$ cat config.mk
export PLATFORM = sky130hd
export DESIGN_NAME = spi_init_sequencer
export DESIGN_NICKNAME = d
export VERILOG_FILES = /design/src/rtl/spi_init_sequencer.sv
export SDC_FILE = /design/constraint.sdc
export NUM_CORES = 1
export LEC_CHECK = 0
export ABC_AREA = 1
export CORE_MARGIN = 4
export CORE_UTILIZATION = 59
export DETAILED_ROUTE_END_ITERATION = 6
export PLACE_DENSITY = 0.85
export SLEW_MARGIN = 20
export SYNTH_ARGS = -nofsm -noshare
export SYNTH_HDL_FRONTEND = slang
export SYNTH_SLANG_ARGS = --single-unit
$ cat constraint.sdc
create_clock -name i_clock -period 2.6 [get_ports i_clock]
set_input_delay 0.52 -clock i_clock [delete_from_list [all_inputs] [get_ports i_clock]]
set_output_delay 0.52 -clock i_clock [all_outputs]
set_load 0.05 [all_outputs]
$ cat src/rtl/spi_init_sequencer.sv
// spi_init_sequencer
//   Walks a configuration table held in an external synchronous ROM and turns
//   each entry into one register write on the 3-wire SPI master. A table entry
//   is either a write or a timed delay. Busy/done/error let the LCD bring-up
//   logic hold video off until the panel is configured.
//
//   Entry format: bit15=0 -> write {addr=[14:8], data=[7:0]}
//                 bit15=1 -> delay of [14:0]*DELAY_TICKS clocks (0 -> 1 clock)
//
//   Optional build macro SPI_SEQ_VERIFY_EN: every write is followed by a
//   readback of the same address. A data mismatch or a readback timeout
//   aborts the sequence with an error. When the macro is undefined the
//   readback port is tied off.
//
// Ports
//   i_clock, i_reset          clock, async active-high reset
//   i_start                   start request, sampled only while idle
//   o_busy, o_done, o_error   status; o_done is a 1-cycle pulse, o_error sticky
//   o_errIndex                table index of the failing entry
//   o_tblAddr / i_tblData     table ROM address / data (data 1 clock later)
//   o_txBegin .. i_txDone     write handshake to the SPI master
//   o_rxBegin .. i_rxDone     readback handshake (verify build only)
module spi_init_sequencer #(
  parameter int NUM_ENTRIES    = 32,
  parameter int IDX_W          = 5,
  parameter int DELAY_TICKS    = 1000,
  parameter int TIMEOUT_CYCLES = 4095
) (
  input  logic             i_clock,
  input  logic             i_reset,
  input  logic             i_start,
  output logic             o_busy,
  output logic             o_done,
  output logic             o_error,
  output logic [IDX_W-1:0] o_errIndex,
  output logic [IDX_W-1:0] o_tblAddr,
  input  logic [15:0]      i_tblData,
  output logic             o_txBegin,
  output logic [6:0]       o_txAddress,
  output logic [7:0]       o_txData,
  input  logic             i_txBusy,
  input  logic             i_txDone,
  output logic             o_rxBegin,
  output logic [6:0]       o_rxAddress,
  input  logic [7:0]       i_rxData,
  input  logic             i_rxDone
);

  localparam int DLY_W = $clog2(32768 * DELAY_TICKS);
  localparam int TMO_W = $clog2(TIMEOUT_CYCLES + 1);
  localparam logic [IDX_W-1:0] LAST_IDX = IDX_W'(NUM_ENTRIES - 1);
  localparam logic [TMO_W-1:0] TMO_MAX  = TMO_W'(TIMEOUT_CYCLES);

  typedef enum logic [3:0] {
    S_IDLE    = 4'd0,
    S_FETCH   = 4'd1,
    S_DECODE  = 4'd2,
    S_WRITE   = 4'd3,
    S_WAIT_TX = 4'd4,
    S_DELAY   = 4'd5,
    S_NEXT    = 4'd6,
    S_DONE    = 4'd7
`ifdef SPI_SEQ_VERIFY_EN
    , S_READ  = 4'd8,
    S_WAIT_RX = 4'd9
`endif
  } state_t;

  state_t           state_r, state_next_s;
  logic [IDX_W-1:0] idx_r;
  logic [DLY_W-1:0] dly_cnt_r;
  logic [TMO_W-1:0] tmo_cnt_r;
  logic             wait_state_s, timeout_s, start_ok_s, tx_go_s, fail_s;
  logic             busy_r, done_r, error_r, tx_begin_r;
  logic [IDX_W-1:0] err_idx_r;
  logic [6:0]       tx_addr_r;
  logic [7:0]       tx_data_r;
`ifdef SPI_SEQ_VERIFY_EN
  logic             rx_go_s, rx_begin_r;
  logic [6:0]       rx_addr_r;
`endif

  // Classify states in which the timeout counter runs.
  always_comb begin
    wait_state_s = 1'b0;
    case (state_r)
      S_WRITE, S_WAIT_TX: wait_state_s = 1'b1;
`ifdef SPI_SEQ_VERIFY_EN
      S_READ, S_WAIT_RX:  wait_state_s = 1'b1;
`endif
      default:            wait_state_s = 1'b0;
    endcase
  end

  assign timeout_s = wait_state_s && (tmo_cnt_r == TMO_MAX);

  // Next-state and handshake decisions.
  always_comb begin
    state_next_s = state_r;
    start_ok_s   = 1'b0;
    tx_go_s      = 1'b0;
    fail_s       = 1'b0;
`ifdef SPI_SEQ_VERIFY_EN
    rx_go_s      = 1'b0;
`endif
    case (state_r)
      S_IDLE: begin
        if (i_start) begin
          start_ok_s   = 1'b1;
          state_next_s = S_FETCH;
        end else begin
          state_next_s = S_IDLE;
        end
      end
      S_FETCH:  state_next_s = S_DECODE;
      S_DECODE: state_next_s = i_tblData[15] ? S_DELAY : S_WRITE;
      S_DELAY: begin
        if (dly_cnt_r <= DLY_W'(1)) state_next_s = S_NEXT;
        else                        state_next_s = S_DELAY;
      end
      S_WRITE: begin
        // A done pulse in this clock belongs to the previous transfer; hold off.
        if (timeout_s) begin
          fail_s       = 1'b1;
          state_next_s = S_DONE;
        end else if (!i_txBusy && !i_txDone) begin
          tx_go_s      = 1'b1;
          state_next_s = S_WAIT_TX;
        end else begin
          state_next_s = S_WRITE;
        end
      end
      S_WAIT_TX: begin
        if (i_txDone) begin
`ifdef SPI_SEQ_VERIFY_EN
          state_next_s = S_READ;
`else
          state_next_s = S_NEXT;
`endif
        end else if (timeout_s) begin
          fail_s       = 1'b1;
          state_next_s = S_DONE;
        end else begin
          state_next_s = S_WAIT_TX;
        end
      end
`ifdef SPI_SEQ_VERIFY_EN
      S_READ: begin
        if (timeout_s) begin
          fail_s       = 1'b1;
          state_next_s = S_DONE;
        end else if (!i_txBusy && !i_txDone && !i_rxDone) begin
          rx_go_s      = 1'b1;
          state_next_s = S_WAIT_RX;
        end else begin
          state_next_s = S_READ;
        end
      end
      S_WAIT_RX: begin
        if (i_rxDone) begin
          if (i_rxData != tx_data_r) begin
            fail_s       = 1'b1;
            state_next_s = S_DONE;
          end else begin
            state_next_s = S_NEXT;
          end
        end else if (timeout_s) begin
          fail_s       = 1'b1;
          state_next_s = S_DONE;
        end else begin
          state_next_s = S_WAIT_RX;
        end
      end
`endif
      S_NEXT:  state_next_s = (idx_r == LAST_IDX) ? S_DONE : S_FETCH;
      S_DONE:  state_next_s = S_IDLE;
      default: state_next_s = S_IDLE;
    endcase
  end

  // State register and registered status/handshake outputs.
  always_ff @(posedge i_clock or posedge i_reset) begin
    if (i_reset) begin
      state_r    <= S_IDLE;
      busy_r     <= 1'b0;
      done_r     <= 1'b0;
      tx_begin_r <= 1'b0;
    end else begin
      state_r    <= state_next_s;
      busy_r     <= (state_next_s != S_IDLE);
      done_r     <= (state_next_s == S_DONE);
      tx_begin_r <= tx_go_s;
    end
  end

  // Table index and sticky error capture.
  always_ff @(posedge i_clock or posedge i_reset) begin
    if (i_reset) begin
      idx_r     <= '0;
      error_r   <= 1'b0;
      err_idx_r <= '0;
    end else if (start_ok_s) begin
      idx_r     <= '0;
      error_r   <= 1'b0;
      err_idx_r <= '0;
    end else begin
      if (fail_s) begin
        error_r   <= 1'b1;
        err_idx_r <= idx_r;
      end
      if (state_r == S_NEXT && idx_r != LAST_IDX) idx_r <= idx_r + IDX_W'(1);
    end
  end

  // Entry latch: write payload is held until the next write entry is decoded.
  always_ff @(posedge i_clock or posedge i_reset) begin
    if (i_reset) begin
      tx_addr_r <= 7'd0;
      tx_data_r <= 8'd0;
      dly_cnt_r <= '0;
    end else if (state_r == S_DECODE) begin
      if (i_tblData[15]) begin
        dly_cnt_r <= DLY_W'(i_tblData[14:0]) * DLY_W'(DELAY_TICKS);
      end else begin
        tx_addr_r <= i_tblData[14:8];
        tx_data_r <= i_tblData[7:0];
      end
    end else if (state_r == S_DELAY && dly_cnt_r != '0) begin
      dly_cnt_r <= dly_cnt_r - DLY_W'(1);
    end
  end

  // Timeout counter: restarts on every state change (so on every begin) and saturates.
  always_ff @(posedge i_clock or posedge i_reset) begin
    if (i_reset) begin
      tmo_cnt_r <= '0;
    end else if (!wait_state_s || state_next_s != state_r) begin
      tmo_cnt_r <= '0;
    end else if (tmo_cnt_r != TMO_MAX) begin
      tmo_cnt_r <= tmo_cnt_r + TMO_W'(1);
    end
  end

`ifdef SPI_SEQ_VERIFY_EN
  // Readback request register.
  always_ff @(posedge i_clock or posedge i_reset) begin
    if (i_reset) begin
      rx_begin_r <= 1'b0;
      rx_addr_r  <= 7'd0;
    end else begin
      rx_begin_r <= rx_go_s;
      if (rx_go_s) rx_addr_r <= tx_addr_r;
    end
  end

  assign o_rxBegin   = rx_begin_r;
  assign o_rxAddress = rx_addr_r;
`else
  logic unused_rx;
  assign unused_rx   = ^{i_rxData, i_rxDone};
  assign o_rxBegin   = 1'b0;
  assign o_rxAddress = 7'd0;
`endif

  assign o_busy      = busy_r;
  assign o_done      = done_r;
  assign o_error     = error_r;
  assign o_errIndex  = err_idx_r;
  assign o_tblAddr   = idx_r;
  assign o_txBegin   = tx_begin_r;
  assign o_txAddress = tx_addr_r;
  assign o_txData    = tx_data_r;

endmodule

==> metrics <==
critical path type in -> reg; post-route ant nets 0; Comb power frac 0.750; Multi-input gate area 4970 µm²; CTS tree built; setup TNS -21550 ps; Worst R2R End tmo_cnt_r[0]; IO Count 67; finished layout cell area 9077 µm²; worst vdd ir 0.0008261 V; setup ws final -1461 ps; Sequential Power Share 0.138; placed cell count 1131; CTS Sinks 69; final hold violations 0; Crit path required time 2800 ps; post-layout min period 4061 ps; HP Class reg -> reg; post-synthesis sequential area ratio 0.2564; Synth Area per Inst 7.551 µm²; Initial Util 0.6132; I/O Buffers 49; die width 114.8 µm; cell breakdown of the critical path buf_8 -> clkinvlp_4 -> buf_12 -> fa_1 -> fa_2 -> fa_1 -> fa_1 -> inv_2 -> ha_4 -> nand2_2 -> nand2_2 -> a21oi_2 -> nand2_2 -> a21oi_1 -> o21ai_1 -> nand3_1 -> o21ai_0; initial drt markers 1222; crit end category flip-flop; main flop type after synthesis dfrtp_1; worst-path maximum fanout 4; failing checks design-rule violations, negative setup slack; initial antenna violation count 1; worst reg2reg path startpoint o_tblAddr[0]; worst clock skew 4.910 ps; Final Non-Filler Cells 1167; period utilisation layout 1.562; async set-reset flop share out of synthesis 1.000; fraction of layout cells with a size suffix above 1 0.2934; Synth cell types 39; final setup vio count 17; cts hold-fix bufs 0; vias in the first global route 7082; EDFF count, synth 0; status finished with violations; Post-Route WL 23760 µm; Pre-Repair DR Iteration Count 7; Clock Latency Late Sink 340 ps; core area 10980 µm²; GR Overflow Total 0; Critical Path Start i_tblData[4]; Pleak 4.412 nW; setup slack, reg-to-reg 360 ps; routability cong. 0.8853; switching part of the total 0.5220; Yosys top cell area share 0.2564; cell count after synthesis 892; wire length of the first global-routing pass 34390 µm; final design utilization 0.8265; Final Max Slew Viols 0; area leader, netlist dfrtp_1; Worst-path clk slew 60 ps; critical path's largest stage delay 580 ps; Post-layout nets 1158; worst r2r path cells 11; Worst-Margin Slew 828.7 ps; RSZ-0062 raised after global routing true; Sw Pwr 0.006707 W; synth top area cells dfrtp_1 26%, fa_1 15%, nand2_1 12%; startpoint types input pin; Clk pwr share 0.112; H-tree depth 3; CTS Buf Count 9; placed instance area 8105 µm²; P&R area growth vs syn 34.78%; largest net degree at the start of global routing 70; clock buffer depth 2; wire length per cell after detailed routing 20.36 µm; Vias 7171; CP max stage cell fa_2; Mapped Area 6735 µm²; cell internal pwr 0.006142 W; Power Dens Cells 1415 nW/µm²; slew margin rel. 0.4469; detailed placement HPWL 13120 µm; Register Area 1727 µm²; last element of the critical path dly_cnt_r[13]; drt via density 6.145; CTS Root Buffer Type clkbuf_16; chip height 114.8 µm; post-synthesis register bit count 69; DRC 23; die footprint 13190 µm²; GRT Total Usage 0.3289; fillers 540; Max Freq 246.2 MHz; arrival time worst endpoint 4260 ps; std cell rows 38; count of warnings emitted by yosys 0; Max Cap Viol 0
==> placed cells by master, fill, tap and decap left out, types with 9 or more instances in the layout <==
cell type / instances
buf_6: 13
ha_1: 39
ha_4: 17
inv_1: 118
clkbuf_16: 9
nand2_4: 18
xor2_1: 13
clkdlybuf4s50_1: 35
o21ai_0: 34
nand3_1: 58
buf_4: 72
nand3_2: 15
dfrtp_1: 69
nor2_1: 66
nand4_1: 15
inv_2: 33
nor2_2: 30
fa_1: 45
nand2_2: 26
o21ai_1: 11
nand2_1: 174
a21oi_1: 11
==> per-layer routing <==
layer / GRT usage / up-vias / wire length (µm)
met5: 0 / - / 0
met4: 0.1768 / 0 / 2208
met3: 0.06316 / 229 / 2453
met2: 0.5436 / 610 / 10940
met1: 0.4076 / 3292 / 8155
li1: - / 3040 / -
==> through the flow <==
| stage | hold slack (ps) | total power (W) | setup slack (ps) |
|---|---|---|---|
| after floorplan | 440.7 | 0.006727 | -1155 |
| after global routing | 513.3 | 0.01343 | -1562 |
| after CTS | 480.9 | 0.01152 | -1229 |
| final | 485.1 | 0.01285 | -1461 |
| after detailed placement | 465.5 | 0.008885 | -2037 |
| after global placement | 462.6 | 0.008681 | -1965 |
==> worst max-delay path, delay by kind of cell <==
kind	cells	cell delay, ps
AO/OA/AOI/OAI	4	570
adder cells (fa/ha/maj)	5	2340
buffers and inverters	4	420
AND/OR/NAND/NOR	4	390
==> cell families after synthesis <==
logic type | Yosys count | synth area share
xor+xnor | 21 | 0.02731
other cells | 1 | 0.0005568
simple gates | 430 | 0.2881
fa+ha+maj | 106 | 0.2526
flops | 69 | 0.2564
compound gates | 83 | 0.06576
buf+inv | 182 | 0.1092
==> power by group through the flow <==
stage / combinational, W / clock, W / sequential, W
after floorplan: 0.00451 / 0 / 0.00221
after global placement: 0.00694 / 0 / 0.00174
after detailed placement: 0.00713 / 0 / 0.00175
after CTS: 0.00836 / 0.00142 / 0.00174
after global routing: 0.0101 / 0.00148 / 0.00181
final: 0.00964 / 0.00144 / 0.00177
==> cell type report <==
cell class,count,share of cell area
diodes,1,0.0002757
clock buffers,9,0.02481
clock inverters,6,0.01241
inverters,161,0.07043
multi-input cells,648,0.5475
flip-flops and latches,69,0.1902
well taps,140,0.01930
repair buffers,133,0.1351
==> worst min path at each step <==
stage | startpoint | to | slack, ps | cells past startpoint
2_1_floorplan | tmo_cnt_r[0] | tmo_cnt_r[0] | 440 | 1
3_3_place_gp | o_error | o_error | 460 | 2
3_5_place_dp | o_error | o_error | 470 | 2
4_1_cts | o_error | o_error | 480 | 2
5_1_grt | tmo_cnt_r[0] | tmo_cnt_r[0] | 510 | 1
6_report | tmo_cnt_r[0] | tmo_cnt_r[0] | 490 | 1
==> cells in the mapped netlist (8+ instances only) <==
master and n:
nand2_1 209, nor2_1 80, dfrtp_1 69, nor2_2 21
xnor2_1 8, inv_1 154, fa_1 50, nand4_1 15
a21oi_1 23, ha_1 56, buf_4 9, nand3_1 72
o21ai_0 44, xor2_1 13
==> timing repair <==
action,4_1_cts,5_1_grt
setup buffers,19,4
pin swaps,80,40
hold endpoints to repair,0,0
endpoints found under the setup margin,18,17
resized for setup,150,40
==> sequential cells by signal, summed over array words and instances, names as in the netlist <==
signal / flops
dly_cnt_r: 25
tmo_cnt_r: 12
o_txData: 8
o_txAddress: 7
o_errIndex: 5
o_tblAddr: 5
state_r: 3
o_busy: 1
o_done: 1
o_error: 1
o_txBegin: 1
Power figures use the tool's default switching activity.
==> RTL change (same flow settings) <==
The 8 states of `state_t` get a one-hot encoding in 8 bits.
--- a/src/rtl/spi_init_sequencer.sv
+++ b/src/rtl/spi_init_sequencer.sv
@@ -51,15 +51,15 @@
   localparam logic [IDX_W-1:0] LAST_IDX = IDX_W'(NUM_ENTRIES - 1);
   localparam logic [TMO_W-1:0] TMO_MAX  = TMO_W'(TIMEOUT_CYCLES);
 
-  typedef enum logic [3:0] {
-    S_IDLE    = 4'd0,
-    S_FETCH   = 4'd1,
-    S_DECODE  = 4'd2,
-    S_WRITE   = 4'd3,
-    S_WAIT_TX = 4'd4,
-    S_DELAY   = 4'd5,
-    S_NEXT    = 4'd6,
-    S_DONE    = 4'd7
+  typedef enum logic [7:0] {
+    S_IDLE    = 8'b00000001,
+    S_FETCH   = 8'b00000010,
+    S_DECODE  = 8'b00000100,
+    S_WRITE   = 8'b00001000,
+    S_WAIT_TX = 8'b00010000,
+    S_DELAY   = 8'b00100000,
+    S_NEXT    = 8'b01000000,
+    S_DONE    = 8'b10000000
 `ifdef SPI_SEQ_VERIFY_EN
     , S_READ  = 4'd8,
     S_WAIT_RX = 4'd9
Behaviour: no difference found for any inputs over 10 cycles, from zero or initial values and one cycle with i_reset high; not proved beyond that.
==> RTL change against the original RTL <==
The flow finishes with violations (negative setup slack). Synthesized area up 3.9%. Power is 19% lower. Final area rose by 1.0%. Global-route usage shrank 3.6 points. Worst setup slack worse by 0.0066 ns. Register-to-register slack worse by 0.14 ns. Routed wire length fell by 3.9%. Sequential cell count rose by 5. Critical path type unchanged.
==> RTL change: results (changes against the original RTL) <==
status complete, but fails checks (unchanged); violated checks negative setup slack (was design-rule violations, negative setup slack); num tapcells 143 (was 140); multi-input combinational area share 0.546 (was 0.547); met1 Use GR 0.342 (was 0.408); signal buffers share of area 0.128 (was 0.135); Critical path destination dly_cnt_r[18] (was dly_cnt_r[13]); TritonRoute pass-1 iters 6 (was 7); dpl cell area 8330 sq um (was 8110 sq um); Tot GR Track Use 0.293 (was 0.329); Placer Congestion 0.905 (was 0.885); Worst Clk Skew 0.0114 ns (was 0.00491 ns); Reg2Reg Setup Slack 0.22 ns (was 0.36 ns); Reg-to-Reg Start state_r[4] (was o_tblAddr[0]); DP HPWL 13.1 mm (about the same); nonclk buf count 134 (was 133); DR WL met2 10.9 mm (about the same); Leakage 4.47 nW (was 4.41 nW); Fill cells 627 (was 540); WL final 22.8 mm (was 23.8 mm); top cells by area, synth dfrtp_1 26%, fa_1 14%, nand2_1 11% (was dfrtp_1 26%, fa_1 15%, nand2_1 12%); initial antenna violation count 0 (was 1); CP peak stage delay 0.61 ns (was 0.58 ns); critical path launch point i_tblData[7] (was i_tblData[4]); vias in the first global route 6619 (was 7082); met3 WL 1.77 mm (was 2.45 mm); Final WS setup -1.47 ns (was -1.46 ns); Nets 1186 (was 1158); worst reg2reg endpoint o_txAddress[0] (was tmo_cnt_r[0]); Arrival @ worst endpoint 4.30 ns (was 4.26 ns); Diodes inserted 0 (was 1); P_int 5.00 mW (was 6.14 mW); sequential fraction of the synthesis area 0.265 (was 0.256); clock network area share 0.0308 (was 0.0372); inverter count 171 (was 161); first-pass GRT wire length 31.2 mm (was 34.4 mm); VDD IR-drop max 0.000959 V (was 0.000826 V); via count 7146 (was 7171); layout cells sized above 1 0.288 (was 0.293); reg2reg path depth 8 (was 11); Final Setup Violations 17 (unchanged); initial DRC count 936 (was 1222); slowest cell on the critical path fa_1 (was fa_2); pin count of the biggest net entering global routing 75 (was 70); setup bufs post-CTS 14 (was 19); Reg power frac 0.156 (was 0.138); pre-CTS WS -1.98 ns (was -2.04 ns); #MultiIn Comb 660 (was 648); met3 Use GR 0.0468 (was 0.0632); GR Layer Usage met2 0.524 (was 0.544)
RTL change: changes by cell type after synthesis, moves of 5 or more:
cell and delta:
clkbuf_1 -6, nor2_1 +19, nand3_1 -23, inv_1 +12, buf_6 +6, a21oi_1 +7
nand4_1 -6, nand2_2 +5
RTL change: stage by stage:
stage          utilization  instances  TNS [ns]  power, mW  hold WS (ns)
4_1_cts              0.770       1183    -18.74       9.26         0.473
3_3_place_gp         0.723       1154    -30.00       7.38         0.462
2_1_floorplan            -        926    -16.32       5.94         0.441
3_5_place_dp         0.723       1154    -31.26       7.55         0.460
5_1_grt              0.796       1198    -23.16       11.0         0.484
6_report             0.796       1198    -21.65       10.5         0.470
RTL change: cells by family after synthesis:
logic type	Yosys count	synth area share
adder cells (fa/ha/maj)	106	0.243
flip-flops	74	0.265
AND/OR/NAND/NOR	428	0.272
other	1	0.000536
buffers and inverters	192	0.117
XOR/XNOR	23	0.0288
AO/OA/AOI/OAI	95	0.0738
